<file path="src/rtl/rtc_event_capture_pkg.sv">
// Shared definitions for the RTC event timestamp capture block:
// register map, CTRL/STATUS bit positions and the FIFO entry layout.
package rtc_event_capture_pkg;

    localparam int TS_W = 32;

    localparam logic [1:0] ADDR_STATUS  = 2'd0;
    localparam logic [1:0] ADDR_TS      = 2'd1;
    localparam logic [1:0] ADDR_CTRL    = 2'd2;
    localparam logic [1:0] ADDR_HOLDOFF = 2'd3;

    localparam int CTRL_ENABLE = 0;
    localparam int CTRL_IRQ_EN = 1;
    localparam int CTRL_PIEZO  = 2;
    localparam int CTRL_FLUSH  = 31;

    localparam int ST_LEVEL_LSB = 0;
    localparam int ST_LEVEL_W   = 9;
    localparam int ST_EMPTY     = 9;
    localparam int ST_FULL      = 10;
    localparam int ST_OVERFLOW  = 11;
    localparam int ST_HEAD_SRC  = 12;

    typedef struct packed {
        logic            src;
        logic [TS_W-1:0] ts;
    } ts_entry_t;

endpackage

</file>
<file path="src/rtl/rtc_event_capture_sync.sv">
// Per-channel trigger front end: metastability synchroniser, rising-edge
// detect and re-trigger holdoff down-counter.
module event_sync_edge #(
    parameter int SYNC_STAGES = 2,
    parameter int HOLDOFF_W   = 16
) (
    input  logic                 clk,
    input  logic                 rst,
    input  logic                 trig_in,
    input  logic                 enable,
    input  logic                 pend_busy,
    input  logic [HOLDOFF_W-1:0] holdoff_val,
    output logic                 accept,
    output logic                 drop
);

    logic [SYNC_STAGES-1:0] sync_q, sync_d;
    logic                   prev_q, prev_d;
    logic [HOLDOFF_W-1:0]   hold_q, hold_d;
    logic                   edge_det;
    logic                   armed;

    always_comb begin
        sync_d   = {sync_q[SYNC_STAGES-2:0], trig_in};
        prev_d   = sync_q[SYNC_STAGES-1];
        edge_det = sync_q[SYNC_STAGES-1] & ~prev_q;
        armed    = edge_det & enable & (hold_q == '0);
        accept   = armed & ~pend_busy;
        drop     = armed & pend_busy;

        // Only an accepted capture restarts the holdoff window.
        hold_d = hold_q;
        if (accept) begin
            hold_d = holdoff_val;
        end else if (hold_q != '0) begin
            hold_d = hold_q - HOLDOFF_W'(1);
        end
    end

    always_ff @(posedge clk or posedge rst) begin
        if (rst) begin
            sync_q <= '0;
            prev_q <= 1'b0;
            hold_q <= '0;
        end else begin
            sync_q <= sync_d;
            prev_q <= prev_d;
            hold_q <= hold_d;
        end
    end

endmodule

</file>
<file path="src/rtl/rtc_event_capture.sv">
// Timestamps edges on two asynchronous event inputs against the RTC count
// and queues them in a FIFO read by the host over Avalon-MM.
module rtc_event_capture #(
    parameter int TIME_W      = 32,
    parameter int FIFO_DEPTH  = 16,
    parameter int SYNC_STAGES = 2,
    parameter int HOLDOFF_W   = 16
) (
    input  logic              clk,
    input  logic              reset,
    input  logic [TIME_W-1:0] time_in,
    input  logic              event_trigger,
    input  logic              event_trigger2,
    input  logic [1:0]        avs_address,
    input  logic              avs_read,
    input  logic              avs_write,
    input  logic [31:0]       avs_writedata,
    output logic [31:0]       avs_readdata,
    output logic              irq,
    output logic              piezo_enable
);
    import rtc_event_capture_pkg::*;

    localparam int AW = $clog2(FIFO_DEPTH);
    localparam logic [AW:0] DEPTH_C = (AW+1)'(FIFO_DEPTH);

    ts_entry_t            mem_q [FIFO_DEPTH];
    ts_entry_t            mem_d [FIFO_DEPTH];
    logic [AW:0]          wptr_q, wptr_d, rptr_q, rptr_d;
    logic                 overflow_q, overflow_d;
    logic [2:0]           ctrl_q, ctrl_d;
    logic [HOLDOFF_W-1:0] holdoff_q, holdoff_d;
    logic [1:0]           pend_vld_q, pend_vld_d;
    logic [TIME_W-1:0]    pend_ts_q [2];
    logic [TIME_W-1:0]    pend_ts_d [2];
    logic [31:0]          rdata_q, rdata_d;
    logic                 irq_q, irq_d;
    logic                 piezo_q, piezo_d;

    logic [1:0]  accept, drop, drain, pend_busy;
    logic [AW:0] level;
    logic        empty, full, push_req, push_ok, pop, flush, ctrl_wr, hold_wr;
    ts_entry_t   push_entry, head;
    logic        unused_wdata;

    assign unused_wdata = ^avs_writedata;

    // Channel 0 always drains its pending slot; channel 1 waits a cycle on contention.
    always_comb begin
        drain[0]  = pend_vld_q[0];
        drain[1]  = pend_vld_q[1] & ~pend_vld_q[0];
        pend_busy = pend_vld_q & ~drain;
    end

    event_sync_edge #(.SYNC_STAGES(SYNC_STAGES), .HOLDOFF_W(HOLDOFF_W)) u_sync0 (
        .clk         (clk),
        .rst         (reset),
        .trig_in     (event_trigger),
        .enable      (ctrl_q[CTRL_ENABLE]),
        .pend_busy   (pend_busy[0]),
        .holdoff_val (holdoff_q),
        .accept      (accept[0]),
        .drop        (drop[0])
    );

    event_sync_edge #(.SYNC_STAGES(SYNC_STAGES), .HOLDOFF_W(HOLDOFF_W)) u_sync1 (
        .clk         (clk),
        .rst         (reset),
        .trig_in     (event_trigger2),
        .enable      (ctrl_q[CTRL_ENABLE]),
        .pend_busy   (pend_busy[1]),
        .holdoff_val (holdoff_q),
        .accept      (accept[1]),
        .drop        (drop[1])
    );

    always_comb begin
        level         = wptr_q - rptr_q;
        empty         = (level == '0);
        full          = (level == DEPTH_C);
        head          = mem_q[rptr_q[AW-1:0]];
        push_req      = |pend_vld_q;
        push_entry.src = ~pend_vld_q[0];
        push_entry.ts  = pend_vld_q[0] ? TS_W'(pend_ts_q[0]) : TS_W'(pend_ts_q[1]);
        pop           = avs_read & (avs_address == ADDR_TS) & ~empty;
        push_ok       = push_req & (~full | pop);
        ctrl_wr       = avs_write & (avs_address == ADDR_CTRL);
        hold_wr       = avs_write & (avs_address == ADDR_HOLDOFF);
        flush         = ctrl_wr & avs_writedata[CTRL_FLUSH];
    end

    always_comb begin
        mem_d      = mem_q;
        wptr_d     = wptr_q;
        rptr_d     = rptr_q;
        overflow_d = overflow_q;
        ctrl_d     = ctrl_q;
        holdoff_d  = holdoff_q;
        pend_vld_d = pend_vld_q;
        pend_ts_d  = pend_ts_q;

        if (push_ok) begin
            mem_d[wptr_q[AW-1:0]] = push_entry;
            wptr_d = wptr_q + (AW+1)'(1);
        end
        if (pop) begin
            rptr_d = rptr_q + (AW+1)'(1);
        end
        if ((push_req & full & ~pop) | (|drop)) begin
            overflow_d = 1'b1;
        end
        for (int i = 0; i < 2; i++) begin
            if (accept[i]) begin
                pend_vld_d[i] = 1'b1;
                pend_ts_d[i]  = time_in;
            end else if (drain[i]) begin
                pend_vld_d[i] = 1'b0;
            end
        end
        if (ctrl_wr) begin
            ctrl_d = avs_writedata[2:0];
        end
        if (hold_wr) begin
            holdoff_d = avs_writedata[HOLDOFF_W-1:0];
        end
        // Flush overrides any same-cycle push, pop or capture.
        if (flush) begin
            wptr_d     = '0;
            rptr_d     = '0;
            overflow_d = 1'b0;
            pend_vld_d = '0;
        end
    end

    always_comb begin
        rdata_d = '0;
        if (avs_read) begin
            case (avs_address)
                ADDR_STATUS: begin
                    rdata_d[ST_LEVEL_LSB +: ST_LEVEL_W] = ST_LEVEL_W'(level);
                    rdata_d[ST_EMPTY]    = empty;
                    rdata_d[ST_FULL]     = full;
                    rdata_d[ST_OVERFLOW] = overflow_q;
                    rdata_d[ST_HEAD_SRC] = ~empty & head.src;
                end
                ADDR_TS: begin
                    if (!empty) begin
                        rdata_d = 32'(head.ts);
                    end
                end
                ADDR_CTRL:    rdata_d[2:0] = ctrl_q;
                ADDR_HOLDOFF: rdata_d[HOLDOFF_W-1:0] = holdoff_q;
                default:      rdata_d = '0;
            endcase
        end
        irq_d   = ctrl_q[CTRL_IRQ_EN] & (~empty | overflow_q);
        piezo_d = ctrl_q[CTRL_PIEZO];
    end

    always_ff @(posedge clk or posedge reset) begin
        if (reset) begin
            for (int i = 0; i < FIFO_DEPTH; i++) begin
                mem_q[i] <= '0;
            end
            wptr_q     <= '0;
            rptr_q     <= '0;
            overflow_q <= 1'b0;
            ctrl_q     <= '0;
            holdoff_q  <= '0;
            pend_vld_q <= '0;
            pend_ts_q[0] <= '0;
            pend_ts_q[1] <= '0;
            rdata_q    <= '0;
            irq_q      <= 1'b0;
            piezo_q    <= 1'b0;
        end else begin
            mem_q      <= mem_d;
            wptr_q     <= wptr_d;
            rptr_q     <= rptr_d;
            overflow_q <= overflow_d;
            ctrl_q     <= ctrl_d;
            holdoff_q  <= holdoff_d;
            pend_vld_q <= pend_vld_d;
            pend_ts_q  <= pend_ts_d;
            rdata_q    <= rdata_d;
            irq_q      <= irq_d;
            piezo_q    <= piezo_d;
        end
    end

    assign avs_readdata = rdata_q;
    assign irq          = irq_q;
    assign piezo_enable = piezo_q;

endmodule
</file>
<file path="config.mk">
export PLATFORM = sky130hd
export DESIGN_NAME = rtc_event_capture
export DESIGN_NICKNAME = d
export VERILOG_FILES = /design/src/rtl/rtc_event_capture_pkg.sv /design/src/rtl/rtc_event_capture_sync.sv /design/src/rtl/rtc_event_capture.sv
export SDC_FILE = /design/constraint.sdc
export NUM_CORES = 2
export LEC_CHECK = 0
export CAP_MARGIN = 25
export CELL_PAD_IN_SITES_DETAIL_PLACEMENT = 0
export CELL_PAD_IN_SITES_GLOBAL_PLACEMENT = 1
export CORE_UTILIZATION = 35
export CTS_BUF_LIST = sky130_fd_sc_hd__clkbuf_4 sky130_fd_sc_hd__clkbuf_8
export CTS_CLUSTER_SIZE = 12
export DETAILED_ROUTE_END_ITERATION = 7
export GPL_TIMING_DRIVEN = 0
export PLACE_DENSITY_LB_ADDON = 0.1
export SLEW_MARGIN = 10
export SYNTH_ARGS = -nofsm -noshare
export SYNTH_HDL_FRONTEND = slang
export SYNTH_SLANG_ARGS = --single-unit
</file>
<file path="constraint.sdc">
create_clock -name clk -period 27.4 [get_ports clk]
set_clock_uncertainty 0.1 [all_clocks]
set_input_delay 5.48 -clock clk [delete_from_list [all_inputs] [get_ports clk]]
set_output_delay 5.48 -clock clk [all_outputs]
set_load 0.01 [all_outputs]
</file>
==> results.md <==
* Wire length of the first global-routing pass at 142000 um
* Die Outline Area at 92700 um^2
* CTS sink cnt at 696
* Total power density per cell area at 72.3 nW/um^2
* Clock transition at the registers of the reported paths at 0.05 ns
* Count of port buffers added during placement at 90
* Post-CTS resize count at 0
* Placeable core region at 90300 um^2
* Post-CTS setup buffer count at 0
* Detailed-routing iteration count for the pre-antenna-repair pass at 5
* R2R setup slack at 21.95 ns
* Starting density of the core at 0.355
* Non-filler cells in the finished layout at 3576
* Total negative slack for setup checks at 0 ns
* Static leakage at 17.2 nW
* Worst ir drop on vdd at 0.0000420 V
* Placed wire-length estimate after detailed placement at 62700 um
* Slowest-stage cell, CP: clkdlybuf4s50_1
* Routed Wire Length at 95000 um
* Hold wc startpoint: u_sync0.sync_q[0]$_DFF_PP0_
* Number of synthesized flops with an enable pin at 0
* Final instance area at 37300 um^2
* Critical path's largest stage delay at 0.55 ns
* Count of cells along the worst hold path at 0
* Detailed-route vias per instance at 5.27
* Number of cells traversed by the worst register-to-register path at 11
* Worst reg2reg endpoint: avs_readdata[11]$_DFF_PP0_
* Largest fanout of any net on the critical path at 10
* Cts-stage hold buffer count at 0
* Die extent in y at 304 um
* Setup repair after global routing missed its margin: no
* Final Hold Vio Count at 0
* Dominant cells by area after synthesis: dfrtp_1, mux2_2, mux4_2
* Share of flip-flops with an asynchronous set or reset after synthesis at 1.00
* Status: finished, final reports clean
* Number of cells on the critical path at 9
* Average wire per standard cell at 26.6 um
* Placement-stage worst setup slack at 18.96 ns
* Delay-heaviest family, CP: buffers and inverters
* TritonCTS Buffers at 130
* Number of top-level pins at 106
* Setup slack after layout at 19.82 ns
* Crit path buf inv count at 4
* Seq pwr share at 0.421
* Die outline width at 304 um
* Data required time at the worst endpoint at 27.97 ns
* Remaining max-slew budget at the tightest pin at 0.303
* Area growth from synthesis to layout at 16.5%
* GRT Residual Overflow at 0
* List of cells traversed by the critical path: clkdlybuf4s50_1 > nor2b_1 > and2_1 > buf_2 > nor3_4 > buf_2 > a21oi_4 > buf_6 > mux2_2
* Count of final setup violators at 0
* Insertion delay to the later sink of the worst-skew pair at 0.80 ns
* Post-layout minimum cycle time at 7.58 ns
* Actual slew at the worst max-slew pin at 1.05 ns
* Switching Fraction at 0.307
* Count of maximum capacitance violations at 0
* Portion of total power attributed to combinational logic at 0.198
* Post-detailed-route count of antenna-violating nets at 0
* Yosys warning count at 0
* Cell taking the most area after synthesis: dfrtp_1
* Fraction of synthesized cell area taken by the top area cell type at 0.544
* Crit Path Class: primary input to register
* Placed Instance Area at 34700 um^2
* Row cnt at 110
* Mean Syn Cell Area at 15.4 um^2
* Via count of the first global-routing pass at 20800
* Fraction of the core area covered by cells at the end of the flow at 0.413
* Worst Hold Class: register to register
* Overall Power at 2.70 mW
* Maximum number of buffers from clock root to sink at 3
* Number of placed instances, taps included at 3355
* Synth Instances at 2076
* Largest net degree at the start of global routing at 120
* Worst hold slack at 0.247 ns
* Final clock period utilization by the worst path at 0.277
* Cell repeated most along the worst path: buf_2
* Via count at 18800
* Post-synthesis cell type count at 71
* Main synth FF type: dfrtp_1
* Maximum operating frequency at 132 MHz
* Global routing usage summed across all routing layers at 0.211
* Sequential element share of the synthesized area at 0.544
* Number of max-slew violations in the final report at 0
* Fin nets at 2395
* Post-synth net total at 2160
* Fraction of final layout cells with drive strength greater than 1 at 0.466
* Clock tree from TritonCTS: yes
* Net Switching at 827 uW
* Initial antenna violation count at 3
* Relative contribution of the clock network to total power at 0.381
* CTS Root Buffer Type: clkbuf_8
* Deepest level of the CTS H-tree at 4
* RR Startpoint: rptr_q[1]$_DFFE_PP0P_
* Routability congestion estimate at 0.787
* Type of element capturing the critical path: register
* Cell area after technology mapping at 32000 um^2
* Flip-flop and latch count after synthesis at 696
* Worst hold endpoint: u_sync0.sync_q[1]$_DFF_PP0_
* P_int at 1.87 mW
* Number of DRC markers after the initial detailed-route iteration at 1058
* Arrival time at the worst endpoint at 8.15 ns
* Residual DRC count at 0
* Setup crit start kind: primary input
final cells by class:
class                           count  area [um^2]
Inverter                           30          120
Clock inverter                     16          119
Clock buffer                      204         2510
Buffer                            160         1040
Multi-Input combinational cell   1190        13500
Sequential cell                   696        17400
Tap cell                         1176         1470
Fill cell                        8278        53000
Antenna cell                        1         2.50
Timing Repair Buffer              103         1150
cells in the mapped netlist, drive strengths merged, types with 19 or more instances:
master,count
dfrtp,696
nand2,91
nand3,20
a21oi,51
and3,20
nor3,19
o21ai,19
buf,94
mux2,634
mux2i,37
inv,29
clkbuf,66
mux4,153
logic make-up (layout without fill, tap and decap cells):
group / Yosys count / after routing / share of synthesized area
flops: 696 / 696 / 0.544
xor+xnor: 20 / 20 / 0.00547
simple gates: 216 / 216 / 0.0356
compound gates: 118 / 118 / 0.0286
fa+ha+maj: 12 / 12 / 0.00492
other cells: 0 / 1 / 0
buf+inv: 190 / 513 / 0.0358
mux: 824 / 824 / 0.346
routing by layer:
layer	share of wire	up-vias	global-route usage
met3	0.047	172	0.0493
met2	0.46	398	0.327
met4	0.035	0	0.0860
met1	0.45	10100	0.285
li1	-	8142	-
met5	0	-	0
worst register-to-register path, cell delays in order (launching register included):
cell       delay (ns)
dfrtp_1          0.55
buf_2            0.40
buf_2            0.49
inv_1            0.11
clkbuf_1         0.34
fa_1             0.57
xnor2_1          0.19
and4_1           0.24
o22ai_1          0.54
clkbuf_1         0.78
o2111ai_1        0.63
a21oi_1          0.43
cells in the final DEF (no fill, tap or decap), drive strengths merged, types with 3 or more instances in the layout:
cell	instances
nor4	7
a32o	4
nand3b	5
nor3b	5
a41oi	4
o41ai	3
inv	33
and3	20
clkdlybuf4s50	90
buf	107
a21oi	51
a22oi	3
mux2i	37
nand4	3
nor3	19
mux2	634
nand3	20
and2	5
nor2b	3
clkinv	8
nor2	18
mux4	153
nand2	91
ha	11
xor2	8
o2111ai	8
xnor2	12
clkinvlp	5
nand2b	4
a31oi	7
dfrtp	696
or3	9
o21ai	19
clkbuf	270
worst max path at each step:
stage / from / end
detailed placement: avs_address[0] / mem_q[67]$_DFFE_PP0P_
finish: avs_address[0] / mem_q[69]$_DFFE_PP0P_
global placement: reset / mem_q[42]$_DFFE_PP0P_
floorplan: reset / avs_readdata[0]$_DFF_PP0_
global route: reset / mem_q[70]$_DFFE_PP0P_
CTS: avs_address[0] / mem_q[68]$_DFFE_PP0P_
power groups by stage:
stage	clock [mW]	combinational [mW]	sequential [mW]
finish	1.03	0.533	1.14
global route	1.11	0.575	1.14
CTS	1.07	0.544	1.14
detailed placement	0	0.541	1.15
global placement	0	0.528	1.15
floorplan	0	0.356	1.14
flip-flops by register name, indices dropped and copies added, names as in the netlist:
name / flops
u_sync0.prev_q: 1
u_sync1.hold_q: 16
holdoff_q: 16
avs_readdata: 32
u_sync0.hold_q: 16
pend_ts_q: 64
u_sync1.prev_q: 1
u_sync0.sync_q: 2
overflow_q: 1
irq: 1
rptr_q: 5
mem_q: 528
wptr_q: 5
piezo_enable: 1
ctrl_q: 3
pend_vld_q: 2
u_sync1.sync_q: 2
Power figures use the tool's default switching activity.
